==> src/rtl/raw10g_pkg.sv <==
// Shared types and constants for the 10GBASE-R raw block datapath.
package raw10g_pkg;

    localparam int unsigned DATA_W = 66;

    localparam logic [1:0] SH_DATA = 2'b01;
    localparam logic [1:0] SH_CTRL = 2'b10;

    typedef logic [65:0] blk_t;

    // Fill level of the 3-entry read-side buffer.
    typedef enum logic [1:0] {
        OccEmpty = 2'd0,
        OccOne   = 2'd1,
        OccTwo   = 2'd2,
        OccFull  = 2'd3
    } occ_e;

    // Only the data and control sync headers are legal on the link.
    function automatic logic sh_legal(input logic [1:0] sh);
        return (sh == SH_DATA) || (sh == SH_CTRL);
    endfunction

endpackage

==> src/rtl/fifo_rd_skid_buf.sv <==
// 3-entry register buffer absorbing the one-cycle FIFO read latency.
// Entry 0 is the head; a pop shifts the queue forward and a push lands
// behind whatever remains after that pop.
module fifo_rd_skid_buf
    import raw10g_pkg::*;
#(
    parameter int unsigned DATA_W = raw10g_pkg::DATA_W
) (
    input  logic              clk,
    input  logic              rst,
    input  logic              push,
    input  logic [DATA_W-1:0] push_data,
    input  logic              pop,
    output logic [DATA_W-1:0] head,
    output logic [1:0]        occ,
    output logic              valid
);

    occ_e              state_q, state_d;
    logic [DATA_W-1:0] mem_q [3];
    logic [DATA_W-1:0] mem_d [3];
    logic [1:0]        wr_idx;

    // Occupancy state register.
    always_ff @(posedge clk) begin
        if (rst) begin
            state_q <= OccEmpty;
        end else begin
            state_q <= state_d;
        end
    end

    // Occupancy next state: +1 on push, -1 on pop, unchanged on both.
    always_comb begin
        state_d = state_q;
        unique case (state_q)
            OccEmpty: if (push)         state_d = OccOne;
            OccOne:   if (push && !pop) state_d = OccTwo;
                      else if (!push && pop) state_d = OccEmpty;
            OccTwo:   if (push && !pop) state_d = OccFull;
                      else if (!push && pop) state_d = OccOne;
            // Push while full is excluded by the upstream credit rule.
            OccFull:  if (!push && pop) state_d = OccTwo;
            default:  state_d = OccEmpty;
        endcase
    end

    // Occupancy-derived outputs.
    always_comb begin
        occ   = 2'(state_q);
        valid = (state_q != OccEmpty);
    end

    // Entry next state: shift on pop, then write the tail slot.
    always_comb begin
        mem_d  = mem_q;
        wr_idx = occ - {1'b0, pop};
        if (pop) begin
            mem_d[0] = mem_q[1];
            mem_d[1] = mem_q[2];
        end
        if (push && (wr_idx != 2'd3)) begin
            mem_d[wr_idx] = push_data;
        end
    end

    // Entry storage; cleared so the head reads 0 out of reset.
    always_ff @(posedge clk) begin
        if (rst) begin
            for (int i = 0; i < 3; i++) begin
                mem_q[i] <= '0;
            end
        end else begin
            mem_q <= mem_d;
        end
    end

    assign head = mem_q[0];

endmodule

==> src/rtl/fifo_rd_stream.sv <==
// Read-side drain stage for the 66-bit link FIFO. Pops the FIFO on a
// credit basis (buffer fill plus the read in flight never exceeds 3) and
// presents blocks on a valid/ready stream at full rate. fifo_rd_en
// depends only on registered state, the empty flag and reset, never on
// m_ready. Optional sync header check: FIFO_RD_SYNC_HDR_CHECK_EN.
module fifo_rd_stream
    import raw10g_pkg::*;
#(
    parameter int unsigned DATA_W = raw10g_pkg::DATA_W,
    parameter int unsigned CNT_W  = 32
) (
    input  logic              rd_clk,
    input  logic              rd_rst,
    output logic              fifo_rd_en,
    input  logic              fifo_rd_empty,
    input  logic [DATA_W-1:0] fifo_rd_data,
    output logic              m_valid,
    input  logic              m_ready,
    output logic [DATA_W-1:0] m_data,
    output logic [CNT_W-1:0]  blk_cnt
`ifdef FIFO_RD_SYNC_HDR_CHECK_EN
   ,output logic              hdr_err,
    output logic [15:0]       hdr_err_cnt
`endif
);

    logic             infl_q;
    logic [1:0]       occ;
    logic             pop;
    logic [CNT_W-1:0] blk_cnt_q;

    fifo_rd_skid_buf #(
        .DATA_W (DATA_W)
    ) u_buf (
        .clk       (rd_clk),
        .rst       (rd_rst),
        .push      (infl_q),
        .push_data (fifo_rd_data),
        .pop       (pop),
        .head      (m_data),
        .occ       (occ),
        .valid     (m_valid)
    );

    // Credit-based pop request; reserves a slot for the read in flight.
    always_comb begin
        fifo_rd_en = !rd_rst && !fifo_rd_empty && (({1'b0, occ} + {2'b00, infl_q}) < 3'd3);
        pop        = m_valid && m_ready;
    end

    // In-flight read tracker and wrapping transfer counter.
    always_ff @(posedge rd_clk) begin
        if (rd_rst) begin
            infl_q    <= 1'b0;
            blk_cnt_q <= '0;
        end else begin
            infl_q <= fifo_rd_en;
            if (pop) begin
                blk_cnt_q <= blk_cnt_q + CNT_W'(1);
            end
        end
    end

    assign blk_cnt = blk_cnt_q;

`ifdef FIFO_RD_SYNC_HDR_CHECK_EN
    logic [15:0] hdr_err_cnt_q;

    // Flag an illegal header on the word captured this cycle.
    always_comb begin
        hdr_err = infl_q && !rd_rst && !sh_legal(fifo_rd_data[DATA_W-1 -: 2]);
    end

    // Saturating illegal-header counter.
    always_ff @(posedge rd_clk) begin
        if (rd_rst) begin
            hdr_err_cnt_q <= '0;
        end else if (hdr_err && (hdr_err_cnt_q != 16'hFFFF)) begin
            hdr_err_cnt_q <= hdr_err_cnt_q + 16'd1;
        end
    end

    assign hdr_err_cnt = hdr_err_cnt_q;
`endif

endmodule

==> config.mk <==
export PLATFORM = sky130hd
export DESIGN_NAME = fifo_rd_stream
export DESIGN_NICKNAME = d
export VERILOG_FILES = /design/src/rtl/raw10g_pkg.sv /design/src/rtl/fifo_rd_skid_buf.sv /design/src/rtl/fifo_rd_stream.sv
export SDC_FILE = /design/constraint.sdc
export NUM_CORES = 1
export LEC_CHECK = 0
export CORE_UTILIZATION = 50
export CTS_BUF_LIST = sky130_fd_sc_hd__clkbuf_8
export DETAILED_ROUTE_END_ITERATION = 8
export PLACE_DENSITY = 0.76
export SYNTH_ARGS = -nofsm -noshare
export SYNTH_HDL_FRONTEND = slang
export SYNTH_SLANG_ARGS = --single-unit
==> constraint.sdc <==
create_clock -name rd_clk -period 5.1 [get_ports rd_clk]
set_clock_uncertainty 0.15 [all_clocks]
set_input_delay 1.02 -clock rd_clk [delete_from_list [all_inputs] [get_ports rd_clk]]
set_output_delay 1.02 -clock rd_clk [all_outputs]
set_load 0.05 [all_outputs]
==> results of run 1 <==
==> per-layer routing <==
| metal | vias up | global-route usage (%) | routed length [um] |
|---|---|---|---|
| met2 | 276 | 38.8 | 11400 |
| met3 | 37 | 4.17 | 1500 |
| li1 | 4485 | - | - |
| met5 | - | 0 | 0 |
| met1 | 4219 | 29.8 | 10900 |
| met4 | 0 | 7.84 | 415 |
==> power by group <==
group / internal (uW) / switching [uW]
combinational: 153 / 284
clock: 1120 / 743
sequential: 1870 / 28.2
==> cells in the mapped netlist, types with 6 or more instances <==
library cell / number
nand2_1: 413
dfxtp_1: 233
nor2_1: 147
a311oi_1: 132
clkbuf_1: 91
a21oi_1: 90
buf_4: 66
or4_1: 13
o31ai_1: 12
nand4_1: 10
nand3_1: 9
buf_1: 8
o21ai_0: 7
xor2_1: 7
buf_2: 6
==> tightest hold or removal path: cells and delay by family (launching register included) <==
kind	cells	cell delay [ps]
AOI/OAI and AO/OA	1	50
DFF	1	300
and+or+nand+nor	1	50
==> path summary, 6_finish.rpt <==
path	end	slack (ps)
worst max-delay path	fifo_rd_en	1040
worst min-delay path	flip-flop	300
worst max register to register	blk_cnt[21]	2570
worst min register to register	flip-flop	300
==> cells by family after synthesis <==
family,share of synthesized area [%]
buffers and inverters,9.19
multiplexers,0.112
XOR/XNOR,0.872
AND/OR/NAND/NOR,25.1
adder cells (fa/ha/maj),0.374
AO/OA/AOI/OAI,18.0
flip-flops,46.4
==> placed cells by master (no fill, tap or decap), types with 2 or more instances in the layout <==
| master | count |
|---|---|
| o21ai_0 | 7 |
| a311oi_1 | 132 |
| buf_12 | 2 |
| or2_2 | 3 |
| xor2_1 | 7 |
| nor2b_1 | 3 |
| nand4_1 | 10 |
| clkbuf_8 | 59 |
| nor2_1 | 147 |
| dfxtp_1 | 233 |
| nand2b_1 | 2 |
| nand3_1 | 8 |
| o31ai_1 | 12 |
| and3_1 | 3 |
| nand3b_1 | 2 |
| inv_1 | 14 |
| a2111oi_0 | 3 |
| nand2_1 | 412 |
| clkdlybuf4s50_1 | 168 |
| a21oi_1 | 90 |
| buf_4 | 9 |
| or4_1 | 13 |
| bufinv_16 | 2 |
| or3_1 | 5 |
| clkinvlp_4 | 2 |
| ha_1 | 3 |
| and4_1 | 2 |
| xnor2_1 | 3 |
==> through the flow <==
stage | cells | util, % | cell area [um^2] | total power (uW)
final | 1640 | 62.5 | 12200 | 4200
after global placement | 1567 | 57.7 | 11300 | 2370
after floorplan | 1294 | - | 10000 | 2240
after global routing | 1640 | 62.5 | 12200 | 4360
after detailed placement | 1567 | 57.7 | 11300 | 2370
after CTS | 1640 | 62.5 | 12200 | 4240
==> final cells by class <==
| class | instances | area (um^2) | share of cell area (%) |
|---|---|---|---|
| timing repair buffer | 180 | 1800 | 14.7 |
| inverter | 4 | 15.0 | 0.123 |
| multi-input combinational | 885 | 4500 | 36.8 |
| sequential | 233 | 4660 | 38.1 |
| clock buffer | 59 | 812 | 6.64 |
| tap | 265 | 332 | 2.71 |
| clock inverter | 14 | 113 | 0.920 |
==> results.md, run 1 <==
- Asr flop ratio synth: 0%
- Mean post-synth cell area: 7.77 um^2
- Hold depth: 2
- # Post-CTS Setup Buffers: 0
- # setup viols final: 0
- Crit path from: u_buf.occ[0]
- Clock sinks: 233
- Global-route wire length before repair: 39100 um
- DRT antenna net count: 0
- R2r worst-path depth: 5
- Buffers & Inverters on Critical Path: 1
- Actual slew at the worst max-slew pin: 951 ps
- Largest net degree at the start of global routing: 133
- Worst endpoint required time: 3930 ps
- Post-synth top flop: dfxtp_1
- Cts repair resizes: 0
- Layout Nets: 1418
- Gr usage total: 23.1%
- Crit path max fanout: 14
- Unique masters post-synth: 42
- Root Buffer: clkbuf_8
- RSZ-0062 raised after global routing: false
- FILL cells: 1687
- I/O Buffers: 169
- Max Clk Rate: 247 MHz
- Die Y: 144 um
- Post-route setup slack: 1040 ps
- Worst Hold Margin: 304 ps
- Clk buf depth: 3
- CTS clk-pin slew, worst paths: 60 ps
- Die area: 20700 um^2
- Tcrit/Tclk final: 79.5%
- Io pins: 170
- Clk Latency, worst-skew pair: 530 ps
- DR WL/cell: 14.8 um
- Vias in the first global route: 8054
- Crit. End Element: output pin
- GPL Wtd Cong: 0.775
- Core Rows: 51
- Gr ovfl total: 0
- Place WS: 1230 ps
- Post-synth EDFFs: 0
- Critical path depth: 4
- Core Area: 19600 um^2
- DRT Pass-1 Iters: 4
- CP top delay family: buffers and inverters
- Mapped Cells: 1294
- Status: finished clean
- Final setup TNS: 0 ps
- Initial Util: 51.3%
- Final hold violations: 0
- CP dominant cell by count: ha_1
- Via Count: 9017
- Area Overhead vs Synth: 21.8%
- Slowest stage cell, crit path: clkdlybuf4s50_1
- Sequential fraction of the synthesis area: 46.4%
- LEAKAGE: 0.00404 uW
- # DRC: 0
- Antenna cells: 0
- Maxcap violations: 0
- TritonCTS buffer count: 41
- Synth top area share: 46.4%
- Post-CTS Hold Buffers: 0
- WS Path Type: reg2out
- Flops & latches, synth: 233
- Share of cells above drive strength 1: 6.40%
- Warning count from the yosys run: 0
- Critical Path, Cell by Cell: ha_1 > ha_1 > a2111oi_0 > clkdlybuf4s50_1
- CTS H-Tree Depth: 2
- Worst path arrival time: 2890 ps
- Final Slew Violations: 0
- Chip Width: 144 um
- Slew HR: 36.6%
- TritonCTS clock tree: done
- Post-synth top area cell: dfxtp_1
- VDD IR max: 0.219 mV
- Reg2Reg Launch Point: u_buf.occ[1]
- Hpwl dp: 13800 um
- Cell area after synthesis: 10000 um^2
- Post-Syn Nets: 1367
- Min-Delay Path Class: reg2reg
- Initial DRC Count: 612
- Max stage delay on crit path: 880 ps
- Total wire length: 24200 um
- Vias per inst: 5.50
- Synth top area cells: dfxtp_1, nand2_1, a311oi_1
- Initial antenna violation count: 0
- Pwr dens: 343 nW/um^2
- Post-layout min period: 4060 ps
- Setup crit start kind: flip-flop
No activity file was read; power rests on OpenSTA's default activity.
==> run 2, diff against run 1 <==
--- a/config.mk
+++ b/config.mk
@@ -8,7 +8,7 @@
 export CORE_UTILIZATION = 50
 export CTS_BUF_LIST = sky130_fd_sc_hd__clkbuf_8
 export DETAILED_ROUTE_END_ITERATION = 8
-export PLACE_DENSITY = 0.76
+export PLACE_DENSITY = 0.79
 export SYNTH_ARGS = -nofsm -noshare
 export SYNTH_HDL_FRONTEND = slang
 export SYNTH_SLANG_ARGS = --single-unit
==> constraint.sdc (replaced) <==
create_clock -name rd_clk -period 3.5 [get_ports rd_clk]
set_clock_uncertainty 0.15 [all_clocks]
set_input_delay 0.7 -clock rd_clk [delete_from_list [all_inputs] [get_ports rd_clk]]
set_output_delay 0.7 -clock rd_clk [all_outputs]
set_load 0.05 [all_outputs]
==> run 2 against run 1 <==
Net effect: sequential cell count unchanged; final area down 0.73%; non-clock buffer count up 5; sequential share of layout area up 0.28 points; hold slack about the same; critical endpoint unchanged; highest routed layer unchanged.
==> results.md, run 2 (synthesized netlist as in run 1, its figures left out) <==
- VDD IR max: 0.318 mV
- Commonest non-fill, non-tap cell in the layout: nand2_1
- Hpwl dp: 14300 um
- Clk Latency, worst-skew pair: 520 ps
- Final Slew Violations: 0
- Max stage delay on crit path: 600 ps
- CTS clk-pin slew, worst paths: 60 ps
- Io pins: 170
- Uppermost layer routed: met4
- Global-route wire length before repair: 39500 um
- Final hold violations: 0
- Maxcap violations: 0
- Die area: 20700 um^2
- CTS H-Tree Depth: 2
- Chip Width: 144 um
- RSZ-0062 raised after global routing: false
- GPL Wtd Cong: 0.776
- Post-CTS Hold Buffers: 0
- Share of cells above drive strength 1: 6.05%
- Worst Hold Margin: 303 ps
- Via Count: 9138
- LEAKAGE: 0.00402 uW
- CP top delay family: flip-flops
- Post-layout min period: 3060 ps
- Largest net degree at the start of global routing: 133
- Antenna cells: 0
- Setup crit start kind: flip-flop
- Gr usage total: 23.4%
- TritonCTS clock tree: done
- Layout Nets: 1421
- Crit. End Element: output pin
- Clk buf depth: 3
- # setup viols final: 0
- Die Y: 144 um
- Slew HR: 41.8%
- Vias per inst: 5.58
- Worst endpoint required time: 2650 ps
- I/O Buffers: 169
- Initial DRC Count: 584
- Root Buffer: clkbuf_8
- Most frequent cells in the layout: nand2_1, dfxtp_1, clkdlybuf4s50_1, nor2_1, a311oi_1
- # Post-CTS Setup Buffers: 0
- Initial Util: 51.3%
- Status: finished clean
- Clock sinks: 233
- Vias in the first global route: 8219
- Area Overhead vs Synth: 20.9%
- WS Path Type: reg2out
- Max Clk Rate: 326 MHz
- Critical Path, Cell by Cell: ha_1 > ha_1 > a2111oi_2 > buf_4
- Core Rows: 51
- TritonCTS buffer count: 39
- Pwr dens: 473 nW/um^2
- Total wire length: 24600 um
- Slowest stage cell, crit path: dfxtp_1
- Core Area: 19600 um^2
- Cts repair resizes: 0
- CP dominant cell by count: ha_1
- M1 WL: 11000 um
- DRT Pass-1 Iters: 5
- Tcrit/Tclk final: 87.6%
- Actual slew at the worst max-slew pin: 872 ps
- Gr ovfl total: 0
- DRT antenna net count: 0
- Met3 WL: 1450 um
- Met2 WL post-DR: 11700 um
- Initial antenna violation count: 0
- Min-Delay Path Class: reg2reg
- # DRC: 0
- Crit path max fanout: 14
- Worst path arrival time: 2210 ps
- Buffers & Inverters on Critical Path: 1
- DR WL/cell: 15.0 um
- Final setup TNS: 0 ps
## run 2: cell types whose count changed in the layout (fill, tap and decap cells not counted)
cell | previous run | this run
inv_1 | 14 | 19
buf_4 | 9 | 12
clkinv_2 | 0 | 2
a2111oi_0 | 3 | 2
clkdlybuf4s50_1 | 168 | 167
buf_12 | 2 | 5
clkbuf_8 | 59 | 48
a2111oi_2 | 0 | 1
bufinv_16 | 2 | 1
clkinvlp_4 | 2 | 0
## run 2: final cells by class
cell class | instances | area (um^2)
multi-input cells | 885 | 4510
clock inverters | 18 | 96.3
flip-flops and latches | 233 | 4660
fillers | 1700 | 7440
repair buffers | 185 | 1870
inverters | 4 | 15.0
well taps | 265 | 332
clock buffers | 48 | 661
## run 2: worst min-delay path, stage by stage (launching register included)
cell and delay, ps:
dfxtp_1 300, nand2_1 50, a21oi_1 50
## run 2: layer usage
layer | vias to the layer above | track usage, %
met5 | - | 0
li1 | 4485 | -
met4 | 0 | 8.40
met2 | 279 | 38.9
met3 | 41 | 4.07
met1 | 4333 | 30.3
## run 2: stage by stage
stage	instances	instance area, um^2	total power (uW)	setup slack, ps	utilization, %
final	1638	12100	5750	435	62.0
after global routing	1638	12100	5960	294	62.0
after CTS	1638	12100	5800	409	62.0
after detailed placement	1572	11400	3460	425	58.1
after global placement	1572	11400	3460	502	58.1
after floorplan	1294	10100	3270	573	-
## run 2: where the power goes
| part | total [uW] | internal [uW] | switching (uW) |
|---|---|---|---|
| sequential | 2770 | 2720 | 43.2 |
| clock | 2340 | 1300 | 1040 |
| combinational | 645 | 228 | 417 |
| total | 5750 | 4250 | 1500 |
## run 2: worst paths after layout
| path | startpoint | to | slack, ps | depth (start not counted) |
|---|---|---|---|---|
| setup / recovery | u_buf.occ[0] | fifo_rd_en | 440 | 4 |
| hold / removal | flip-flop | flip-flop | 300 | 2 |
| setup reg to reg | blk_cnt[10] | blk_cnt[31] | 1050 | 4 |
| hold reg to reg | flip-flop | flip-flop | 300 | 2 |
==> run 3, diff against run 2 <==
--- a/config.mk
+++ b/config.mk
@@ -8,7 +8,9 @@
 export CORE_UTILIZATION = 50
 export CTS_BUF_LIST = sky130_fd_sc_hd__clkbuf_8
 export DETAILED_ROUTE_END_ITERATION = 8
+export GPL_TIMING_DRIVEN = 0
 export PLACE_DENSITY = 0.79
+export SKIP_CTS_REPAIR_TIMING = 1
 export SYNTH_ARGS = -nofsm -noshare
 export SYNTH_HDL_FRONTEND = slang
 export SYNTH_SLANG_ARGS = --single-unit
==> run 3 against run 2 <==
Net effect: sequential cell count unchanged; combinational power is 17% higher; global-route usage grew 4.4 points; core utilization is 3.4 points higher; critical path type is now in2out; non-clock buffer count increased by 155; via count rose by 9.4%; count of clock-buffer cells in the layout is 1 lower.
==> results.md, run 3 (synthesized netlist as in run 1, its figures left out) <==
- Place WS: -120 ps
- Post-layout min period: 3380 ps
- Setup crit start kind: input pin
- Post-route setup slack: 116 ps
- Actual slew at the worst max-slew pin: 794 ps
- I/O Buffers: 168
- Core Area: 19600 um^2
- Tcrit/Tclk final: 96.7%
- TritonCTS buffer count: 39
- Gr ovfl total: 0
- Clock sinks: 233
- Worst endpoint required time: 2650 ps
- Hpwl dp: 20200 um
- Chip Width: 144 um
- Io pins: 170
- GPL Wtd Cong: 0.840
- Final Slew Violations: 0
- Core Rows: 51
- # DRC: 0
- Crit path max fanout: 10
- VDD IR max: 0.218 mV
- Gr usage total: 27.7%
- Clk buf depth: 3
- Largest net degree at the start of global routing: 11
- Max stage delay on crit path: 560 ps
- Via Count: 9994
- DR WL/cell: 16.1 um
- Area Overhead vs Synth: 27.4%
- Clk Latency, worst-skew pair: 530 ps
- Max Clk Rate: 295 MHz
- Buffers & Inverters on Critical Path: 3
- Final hold violations: 0
- Total wire length: 28800 um
- Critical Path, Cell by Cell: clkdlybuf4s15_1 > clkbuf_1 > a2111oi_2 > dlymetal6s2s_1
- Slowest stage cell, crit path: clkdlybuf4s15_1
- CTS H-Tree Depth: 2
- Min-Delay Path Class: reg2reg
- RSZ-0062 raised after global routing: false
- Slew HR: 47.0%
- Die area: 20700 um^2
- Worst Hold Margin: 305 ps
- Worst path arrival time: 2530 ps
- CP top delay family: buffers and inverters
- WS Path Type: in2out
- Commonest non-fill, non-tap cell in the layout: nand2_1
- Vias in the first global route: 9241
- Initial antenna violation count: 0
- LEAKAGE: 0.00439 uW
- Root Buffer: clkbuf_8
- Layout Utilization: 65.4%
- Most frequent cells in the layout: nand2_1, dfxtp_1, clkdlybuf4s50_1, nor2_1, a311oi_1
- # setup viols final: 0
- Vias per inst: 5.57
- Share of cells above drive strength 1: 8.70%
- Initial Util: 51.3%
- Pwr dens: 451 nW/um^2
- CTS clk-pin slew, worst paths: 60 ps
- Status: finished clean
- DRT antenna net count: 0
- FILL cells: 1673
- Global-route wire length before repair: 45700 um
- Crit. End Element: output pin
- Antenna cells: 0
- Initial DRC Count: 716
- Maxcap violations: 0
- DRT Pass-1 Iters: 5
- Die Y: 144 um
- Layout Nets: 1576
- TritonCTS clock tree: done
## run 3: cell count changes in the layout (fill, tap and decap cells not counted), sizes merged
| cell | previous run | this run |
|---|---|---|
| clkbuf | 48 | 137 |
| buf | 18 | 81 |
| bufinv | 1 | 0 |
| clkdlybuf4s15 | 0 | 1 |
| clkinv | 2 | 3 |
| clkinvlp | 0 | 1 |
| dlymetal6s2s | 0 | 1 |
| inv | 19 | 20 |
## run 3: final timing paths
check	depth (start not counted)	slack (ps)	endpoint	start
min reg2reg	2	300	flip-flop	flip-flop
max reg2reg	7	770	u_buf.mem_q[74]	u_buf.occ[0]
max	4	120	fifo_rd_en	rd_rst
min	2	300	flip-flop	flip-flop
## run 3: stage by stage
step / power, uW / setup TNS, ps / instance area (um^2) / cells
2_1_floorplan: 3270 / 0 / 10100 / 1294
3_5_place_dp: 3570 / -4380 / 12100 / 1727
5_1_grt: 5990 / 0 / 12800 / 1794
3_3_place_gp: 3560 / -2070 / 12100 / 1727
4_1_cts: 5810 / -82.5 / 12800 / 1794
6_report: 5780 / 0 / 12800 / 1794
## run 3: power breakdown
group	internal (uW)	total (uW)	switching [uW]
clock	1210	2270	1060
combinational	291	755	464
sequential	2720	2760	37.7
## run 3: layout make-up
class / instances / area (um^2) / share of cell area (%)
buffer: 172 / 915 / 7.14
clock buffer: 47 / 647 / 5.05
clock inverter: 20 / 82.6 / 0.645
inverter: 4 / 15.0 / 0.117
multi-input combinational: 885 / 4470 / 34.9
sequential: 233 / 4660 / 36.4
timing repair buffer: 168 / 1680 / 13.2
tap: 265 / 332 / 2.59
## run 3: tightest hold or removal path, stage by stage, from the launching register on
cell and delay, ps:
dfxtp_1 310, nand2_1 50, a21oi_1 50
## run 3: metal layers
metal | share of wire [%] | track usage (%) | routed length [um] | vias to the layer above
met2 | 46 | 44.5 | 13200 | 441
met3 | 7.4 | 4.93 | 2140 | 64
met1 | 44 | 36.9 | 12700 | 4674
met4 | 2.9 | 11.2 | 849 | 0
met5 | 0 | 0 | 0 | -
li1 | - | - | - | 4815
